File: config.mk
export PLATFORM = sky130hd
export DESIGN_NAME = timer_ctrl
export DESIGN_NICKNAME = d
export VERILOG_FILES = /design/src/rtl/timer_ctrl.sv
export SDC_FILE = /design/constraint.sdc
export NUM_CORES = 1
export LEC_CHECK = 0
export CORE_MARGIN = 2
export CORE_UTILIZATION = 35
export DETAILED_ROUTE_END_ITERATION = 12
export GPL_TIMING_DRIVEN = 0
export PLACE_DENSITY_LB_ADDON = 0.2
export SYNTH_ARGS = -nofsm -noshare
export SYNTH_HDL_FRONTEND = slang
export SYNTH_SLANG_ARGS = --single-unit
File: constraint.sdc
create_clock -name clk -period 4.3 [get_ports clk]
set_clock_uncertainty 0.1 [all_clocks]
set_input_delay 0.86 -clock clk [delete_from_list [all_inputs] [get_ports clk]]
set_output_delay 0.86 -clock clk [all_outputs]
set_load 0.05 [all_outputs]
File: src/rtl/timer_ctrl.sv
// ============================================================================
// timer_ctrl : MM:SS countdown timer controller (set / run / pause / expiry)
// Revision   : 1.0
// ============================================================================
`default_nettype none

module timer_ctrl #(
  parameter int TICK_DIV = 50_000_000
) (
  input  logic       clk,
  input  logic       rst_n,
  input  logic       start_stop,
  input  logic       set_key,
  input  logic       inc_key,
  input  logic       clr_key,
  output logic [3:0] sec_lo,
  output logic [3:0] sec_hi,
  output logic [3:0] min_lo,
  output logic [3:0] min_hi,
  output logic [1:0] edit_sel,
  output logic [2:0] state,
  output logic       sec_tick,
  output logic       alarm
);

  localparam int            PW        = $clog2(TICK_DIV);
  localparam logic [PW-1:0] PRESC_MAX = PW'(TICK_DIV - 1);

  typedef enum logic [2:0] {
    ST_IDLE  = 3'd0,
    ST_SET   = 3'd1,
    ST_RUN   = 3'd2,
    ST_PAUSE = 3'd3,
    ST_DONE  = 3'd4
  } state_t;

  state_t        state_q, state_d;
  logic [3:0]    sec_lo_q, sec_lo_d, sec_hi_q, sec_hi_d;
  logic [3:0]    min_lo_q, min_lo_d, min_hi_q, min_hi_d;
  logic [1:0]    edit_sel_q, edit_sel_d;
  logic [PW-1:0] presc_q, presc_d;
  logic          sec_tick_q, sec_tick_d;
  logic          alarm_q, alarm_d;
  logic          is_zero, is_one;

  function automatic logic [3:0] wrap_inc(input logic [3:0] d, input logic [3:0] top);
    return (d == top) ? 4'd0 : d + 4'd1;
  endfunction

  assign is_zero = (sec_lo_q == 4'd0) && (sec_hi_q == 4'd0) &&
                   (min_lo_q == 4'd0) && (min_hi_q == 4'd0);
  assign is_one  = (sec_lo_q == 4'd1) && (sec_hi_q == 4'd0) &&
                   (min_lo_q == 4'd0) && (min_hi_q == 4'd0);

  always_comb begin
    state_d    = state_q;
    sec_lo_d   = sec_lo_q;
    sec_hi_d   = sec_hi_q;
    min_lo_d   = min_lo_q;
    min_hi_d   = min_hi_q;
    edit_sel_d = edit_sel_q;
    presc_d    = '0;
    sec_tick_d = 1'b0;

    if (clr_key) begin
      state_d    = ST_IDLE;
      sec_lo_d   = 4'd0;
      sec_hi_d   = 4'd0;
      min_lo_d   = 4'd0;
      min_hi_d   = 4'd0;
      edit_sel_d = 2'd0;
    end else begin
      case (state_q)
        ST_IDLE: begin
          if (start_stop) begin
            if (!is_zero) state_d = ST_RUN;
          end else if (set_key) begin
            state_d    = ST_SET;
            edit_sel_d = 2'd0;
          end
        end
        ST_SET: begin
          // start_stop is swallowed here, and still masks the lower-priority keys
          if (!start_stop) begin
            if (set_key) begin
              if (edit_sel_q == 2'd3) begin
                edit_sel_d = 2'd0;
                state_d    = ST_IDLE;
              end else begin
                edit_sel_d = edit_sel_q + 2'd1;
              end
            end else if (inc_key) begin
              case (edit_sel_q)
                2'd0:    sec_lo_d = wrap_inc(sec_lo_q, 4'd9);
                2'd1:    sec_hi_d = wrap_inc(sec_hi_q, 4'd5);
                2'd2:    min_lo_d = wrap_inc(min_lo_q, 4'd9);
                default: min_hi_d = wrap_inc(min_hi_q, 4'd5);
              endcase
            end
          end
        end
        ST_RUN: begin
          if (start_stop) begin
            state_d = ST_PAUSE;
          end else if (presc_q == PRESC_MAX) begin
            sec_tick_d = 1'b1;
            if (is_one) state_d = ST_DONE;
            // BCD borrow chain; 00:00 is never reached in RUN, so min_hi cannot underflow
            if (sec_lo_q != 4'd0) begin
              sec_lo_d = sec_lo_q - 4'd1;
            end else begin
              sec_lo_d = 4'd9;
              if (sec_hi_q != 4'd0) begin
                sec_hi_d = sec_hi_q - 4'd1;
              end else begin
                sec_hi_d = 4'd5;
                if (min_lo_q != 4'd0) begin
                  min_lo_d = min_lo_q - 4'd1;
                end else begin
                  min_lo_d = 4'd9;
                  min_hi_d = min_hi_q - 4'd1;
                end
              end
            end
          end else begin
            presc_d = presc_q + PW'(1);
          end
        end
        ST_PAUSE: begin
          if (start_stop) state_d = ST_RUN;
        end
        ST_DONE: begin
          if (start_stop || set_key || inc_key) state_d = ST_IDLE;
        end
        default: state_d = ST_IDLE;
      endcase
    end

    alarm_d = (state_d == ST_DONE);
  end

  always_ff @(posedge clk or negedge rst_n) begin
    if (!rst_n) begin
      state_q    <= ST_IDLE;
      sec_lo_q   <= 4'd0;
      sec_hi_q   <= 4'd0;
      min_lo_q   <= 4'd0;
      min_hi_q   <= 4'd0;
      edit_sel_q <= 2'd0;
      presc_q    <= '0;
      sec_tick_q <= 1'b0;
      alarm_q    <= 1'b0;
    end else begin
      state_q    <= state_d;
      sec_lo_q   <= sec_lo_d;
      sec_hi_q   <= sec_hi_d;
      min_lo_q   <= min_lo_d;
      min_hi_q   <= min_hi_d;
      edit_sel_q <= edit_sel_d;
      presc_q    <= presc_d;
      sec_tick_q <= sec_tick_d;
      alarm_q    <= alarm_d;
    end
  end

  assign sec_lo   = sec_lo_q;
  assign sec_hi   = sec_hi_q;
  assign min_lo   = min_lo_q;
  assign min_hi   = min_hi_q;
  assign edit_sel = edit_sel_q;
  assign state    = state_q;
  assign sec_tick = sec_tick_q;
  assign alarm    = alarm_q;

endmodule

`default_nettype wire

==> results of run 1 <==
[worst paths after layout]
check                           start          to  slack [ps]  depth (start not counted)
max                           clr_key   min_lo[2]        1380                          5
min                             rst_n  presc_q[4]         330                          1
max reg2reg                 min_lo[2]   min_hi[1]        1770                          6
min reg2reg                presc_q[0]  presc_q[0]         400                          1
max in group asynchronous       rst_n   sec_hi[0]        3270                          2
min in group clk           presc_q[0]  presc_q[0]         400                          1
[placed cells by master (no fill, tap or decap), types with 3 or more instances in the layout]
cell type	netlist	layout
a21oi_1	6	6
nand3_1	15	15
inv_1	9	9
nand4_1	12	12
a211oi_1	7	7
mux2_2	10	10
clkbuf_8	0	5
xnor2_1	12	12
mux2i_1	3	3
nor3b_1	3	3
buf_2	5	6
clkbuf_1	14	14
dfrtp_1	49	49
or3_1	5	5
o31ai_1	4	4
and3_1	9	9
nand2_1	19	19
nor3_1	8	8
o21ai_0	7	7
nor4_1	8	7
xor2_1	18	18
nor2b_1	4	4
ha_1	13	13
nand3b_1	3	3
and4_1	3	3
clkdlybuf4s50_1	0	26
nor2_1	44	44
[power by group through the flow]
stage	clock, mW	sequential (mW)	combinational [mW]
floorplan	0	0.810	0.411
global placement	0	0.614	0.842
detailed placement	0	0.614	0.851
CTS	0.297	0.606	0.856
global route	0.315	0.619	0.925
finish	0.286	0.604	0.851
[logic make-up after synthesis]
| logic type | count (synthesis) | synth area share |
|---|---|---|
| adders and majority gates | 13 | 0.0530 |
| and+or+nand+nor | 144 | 0.252 |
| AOI/OAI and AO/OA | 49 | 0.117 |
| DFF | 49 | 0.400 |
| muxes | 15 | 0.0563 |
| buffers and inverters | 28 | 0.0363 |
| xor gates and xnor gates | 30 | 0.0856 |
[through the flow]
step | hold slack, ps | setup slack [ps]
finish | 327 | 1380
global route | 335 | 1250
CTS | 332 | 1350
detailed placement | 387 | 1010
global placement | 393 | 707
floorplan | 355 | 1860
[flip-flops by register name, indices dropped and copies added, names as in the netlist]
signal	cells
min_lo	4
presc_q	26
alarm	1
sec_lo	4
edit_sel	2
sec_tick	1
min_hi	4
sec_hi	4
state	3
[worst register-to-register path: cells and delay by family (launching register included)]
family	cells	cell delay, ps
buffers and inverters	1	190
AND/OR/NAND/NOR	3	1210
flip-flops	1	390
AO/OA/AOI/OAI	1	230
multiplexers	1	310
[routing by layer]
metal	track usage	vias to the layer above	wire length (um)
met5	0	-	0
met4	0.0331	0	64
met3	0.0252	6	148
met2	0.262	30	3470
met1	0.195	1218	3290
li1	-	1247	-
[area by class of cell]
type                            instances  area [um2]
Fill cell                             866        5010
Multi-Input combinational cell        251        1740
Sequential cell                        49        1230
Timing Repair Buffer                   28         285
Tap cell                              108         135
Buffer                                 19        77.6
Clock buffer                            5        68.8
Inverter                                9        33.8
Clock inverter                          3        21.3
==> impl_metrics.csv, run 1 <==
group,metric,value,unit
worst_setup_path,critPathSlowestCell,"o21ai_0",
power_and_ir_drop,power.internal,966,uW
cts,insertion_delay,300,ps
synthesis,synth_nets,347,
sta,setup_tns,0,ps
hold_path,min_path_type,"in2async",
cells_and_area,drive_gt1_frac,0.102,
worst_setup_path,cp_top_family,"compound AO/OA/AOI/OAI gates",
power_and_ir_drop,ir_worst_vdd,0.284,mV
sta,slew_violations,0,
cts,postCtsSetupRepairBufs,0,
outcome,outcome,"complete, no violations",
worst_setup_path,path_cells,"clkdlybuf4s50_1 -> nor2_1 -> nand3b_1 -> o21ai_0 -> mux2_2",
global_route,grt_remaining_overflow,0,
global_route,antenna_found_initial,0,
die,rows,34,
cells_and_area,area_growth,16.8,%
cts,cts_buffers,5,
power_and_ir_drop,p_leak,1.41,nW
cells_and_area,fin_nets,382,
drt,wire_per_inst,14.8,um
sta,fin_crit_sh,0.678,
global_route,grt_usage,0.150,
die,core,8590,um2
worst_setup_path,crit_path_start_kind,"input port",
global_route,grt_max_degree,39,
worst_setup_path,worstPathArrival,3020,ps
worst_setup_path,cpPeakStageDelay,670,ps
sta,finalSetupViolations,0,
drt,drt_iter0_markers,92,
power_and_ir_drop,power_density,486,nW/um2
power_and_ir_drop,netSwitchingPower,776,uW
cells_and_area,diodes,0,
synthesis,syn_area_per_cell,9.35,um2
global_route,grt_pass1_wl,11800,um
die,die_w,97.6,um
placement,port_buffers,27,
synthesis,ys_top_cells_by_area,"dfrtp_1, nor2_1, ha_1, xor2_1, mux2_2",
sta,slew_headroom,0.351,
synthesis,yosys_register_bits,49,
worst_setup_path,critPathKind,"in2reg",
synthesis,synth_cells,328,
synthesis,yosys.cell_types.count,55,
cts,clk_path_buf_depth,2,
cts,cts_tree,"built",
synthesis,synth.cell_area,3070,um2
drt,vias,2501,
die,die_h,97.6,um
synthesis,yosysTopAreaCellShare,0.400,
synthesis,yosysMostFrequentCell,"dfrtp_1",
sta,finalCriticalPeriod,2920,ps
sta,tightest_slew,967,ps
worst_setup_path,crit_buf_inv,1,
placement,dp.cells,464,
worst_setup_path,crit_path_end_kind,"flop",
drt,via_per_inst,5.30,
drt,drc,0,
placement,place_area,3490,um2
power_and_ir_drop,combPwrFrac,0.489,
power_and_ir_drop,netSwitchingFraction,0.446,
sta,hold_violations,0,
sta,rsz0062_at_grt,"no",
cts,hold_buffers,0,
placement,dp_hpwl,5040,um
cts,path_clk_slew,100,ps
die,die_area,9530,um2
synthesis,yosys.area.top_type,"dfrtp_1",
worst_setup_path,worstPathMaxFanout,9,
worst_setup_path,cp_data_required_time,4400,ps
synthesis,synth_flop_cell,"dfrtp_1",
synthesis,ys_async_sr_fraction,1.00,
synthesis,synth_common_cells,"dfrtp_1, nor2_1, nand2_1, xor2_1, nand3_1",
synthesis,synth-seq-area-share,0.400,
sta,fmax,343,MHz
cts,cts_max_level,2,
drt,ant_nets,0,
cts,ctsResizeCount,0,
global_route,grt_pass1_vias,2432,
drt,drt_first_pass_iters,4,
cells_and_area,final_util,0.417,
power_and_ir_drop,total_power,1.74,mW
cts,clock_sinks,49,
cts,clockRootBuffer,"clkbuf_8",
power_and_ir_drop,power_frac_seq,0.347,
die,initial_core_util,0.357,
cells_and_area,final_area,3580,um2
cells_and_area,fin_cells,472,
drt,routed_wirelength,6980,um
placement,gp_congestion,0.780,
synthesis,synth_warnings,0,
die,ios,29,
power_and_ir_drop,clock_power_share,0.164,
synthesis,synth-edff-count,0,
job,drv_cap,0,
Power figures use the tool's default switching activity.
==> run 2, diff against run 1 <==
==> constraint.sdc (replaced) <==
create_clock -name clk -period 2.7 [get_ports clk]
set_clock_uncertainty 0.1 [all_clocks]
set_input_delay 0.54 -clock clk [delete_from_list [all_inputs] [get_ports clk]]
set_output_delay 0.54 -clock clk [all_outputs]
set_load 0.05 [all_outputs]
==> impl_metrics.csv, run 2 (synthesized netlist as in run 1, its figures left out) <==
group,metric,value,unit
worst_setup_path,cp_data_required_time,2800,ps
placement,dp.cells,464,
die,ios,29,
drt,drc,0,
cts,clockRootBuffer,"clkbuf_8",
worst_setup_path,cpPeakStageDelay,500,ps
drt,routed_wirelength,6990,um
cts,path_clk_slew,100,ps
cells_and_area,drive_gt1_frac,0.110,
drt,wl_met3,150,um
sta,setup_tns,0,ps
cts,insertion_delay,300,ps
worst_setup_path,crit_path_start_kind,"input port",
cells_and_area,regMostFlops,"presc_q",
worst_setup_path,reg2reg_depth,6,
die,die_h,97.6,um
drt,vias,2519,
die,die_w,97.6,um
worst_setup_path,cp_top_family,"compound AO/OA/AOI/OAI gates",
drt,via_per_inst,5.34,
worst_setup_path,path_cells,"clkdlybuf4s50_1 -> nor2_1 -> nand3b_1 -> o221a_2 -> o21ai_1 -> mux2_2",
cts,cts_buffers,5,
worst_setup_path,reg2reg_from,"state[2]",
sta,finalSetupViolations,0,
sta,slew_headroom,0.340,
drt,wl_met1,3360,um
placement,port_buffers,27,
sta,rsz0062_at_grt,"no",
cts,clock_sinks,49,
worst_setup_path,crit_cells,6,
global_route,grt_usage,0.150,
worst_setup_path,crit_path_end_kind,"flop",
global_route,grt_max_degree,39,
hold_path,min_path_type,"in2async",
sta,fmax,389,MHz
power_and_ir_drop,netSwitchingPower,1.24,mW
cells_and_area,area_growth,17.5,%
cells_and_area,final_area,3600,um2
global_route,grt_pass1_wl,11800,um
cts,clk_path_buf_depth,2,
placement,dp_hpwl,5040,um
drt,wire_per_inst,14.8,um
drt,top_layer_used,"met4",
worst_setup_path,endpoint,"min_lo[0]",
cts,cts_max_level,2,
placement,place_area,3490,um2
placement,gp_congestion,0.780,
die,initial_core_util,0.357,
drt,ant_nets,0,
sta,tightest_slew,983,ps
sta,slew_violations,0,
global_route,grt_remaining_overflow,0,
worst_setup_path,critPathSlowestCell,"clkdlybuf4s50_1",
worst_setup_path,worstPathMaxFanout,9,
global_route,antenna_found_initial,0,
job,drv_cap,0,
die,die_area,9530,um2
worst_setup_path,crit_buf_inv,1,
sta,finalCriticalPeriod,2570,ps
sta,fin_crit_sh,0.952,
power_and_ir_drop,power_density,774,nW/um2
drt,drt_iter0_markers,89,
worst_setup_path,critPathKind,"in2reg",
cells_and_area,fin_nets,382,
worst_setup_path,reg2reg_to,"min_lo[0]",
cells_and_area,final_util,0.419,
drt,wl_met2,3410,um
drt,drt_first_pass_iters,4,
worst_setup_path,worstPathArrival,2670,ps
sta,hold_violations,0,
die,core,8590,um2
cells_and_area,final_cell_mix,"dfrtp_1, nor2_1, clkdlybuf4s50_1, nand2_1, xor2_1",
cells_and_area,layout_commonest_cell,"dfrtp_1",
cells_and_area,fin_cells,472,
cells_and_area,largest_reg_flops,26,
power_and_ir_drop,ir_worst_vdd,0.454,mV
worst_setup_path,crit_start,"clr_key",
cts,cts_tree,"built",
power_and_ir_drop,combPwrFrac,0.491,
power_and_ir_drop,power.internal,1.55,mW
global_route,grt_pass1_vias,2432,
power_and_ir_drop,clock_power_share,0.163,
power_and_ir_drop,netSwitchingFraction,0.445,
outcome,outcome,"complete, no violations",
power_and_ir_drop,p_leak,1.41,nW
cells_and_area,diodes,0,
die,rows,34,
worst_setup_path,regToRegSetupSlack,250,ps
power_and_ir_drop,power_frac_seq,0.346,
[run 2: final cells by class]
class	count	area [um2]
plain buffers	19	77.6
clock buffers	5	68.8
clock inverters	3	21.3
fillers	865	4990
inverters	9	33.8
multi-input cells	251	1760
flip-flops and latches	49	1230
well taps	108	135
repair buffers	28	285
[run 2: power groups by stage]
stage                     combinational, mW  clock [mW]  sequential [mW]
after floorplan                       0.655           0             1.29
after global placement                 1.34           0            0.978
after detailed placement               1.36           0            0.978
after CTS                              1.36       0.472            0.965
after global routing                   1.49       0.502            0.990
final                                  1.37       0.454            0.966
[run 2: timing repair]
action / in CTS / in global routing
gates resized for setup: 0 / 4
setup endpoints to repair: 0 / 8
setup buffers: 0 / 0
hold buffers: 0 / 0
[run 2: how the worst min path moves through the flow]
stage | from | endpoint | slack [ps] | cells after the start
after detailed placement | rst_n | presc_q[4] | 350 | 1
after global routing | rst_n | presc_q[4] | 20 | 1
final | rst_n | alarm | 8 | 1
after floorplan | rst_n | alarm | 140 | 0
after CTS | rst_n | presc_q[4] | 10 | 1
after global placement | presc_q[0] | presc_q[0] | 390 | 1
[run 2: metal layers]
layer / global-route usage / vias up
li1: - / 1250
met5: 0 / -
met3: 0.0252 / 6
met1: 0.195 / 1226
met2: 0.262 / 37
met4: 0.0331 / 0
[run 2: per-stage QoR]
stage          power (mW)  setup WS, ps  hold slack, ps
5_1_grt              2.98          29.8            15.1
4_1_cts              2.80          71.3            12.4
3_3_place_gp         2.32          -573             393
6_report             2.79           128            7.97
2_1_floorplan        1.94           401             144
3_5_place_dp         2.33          -269             352
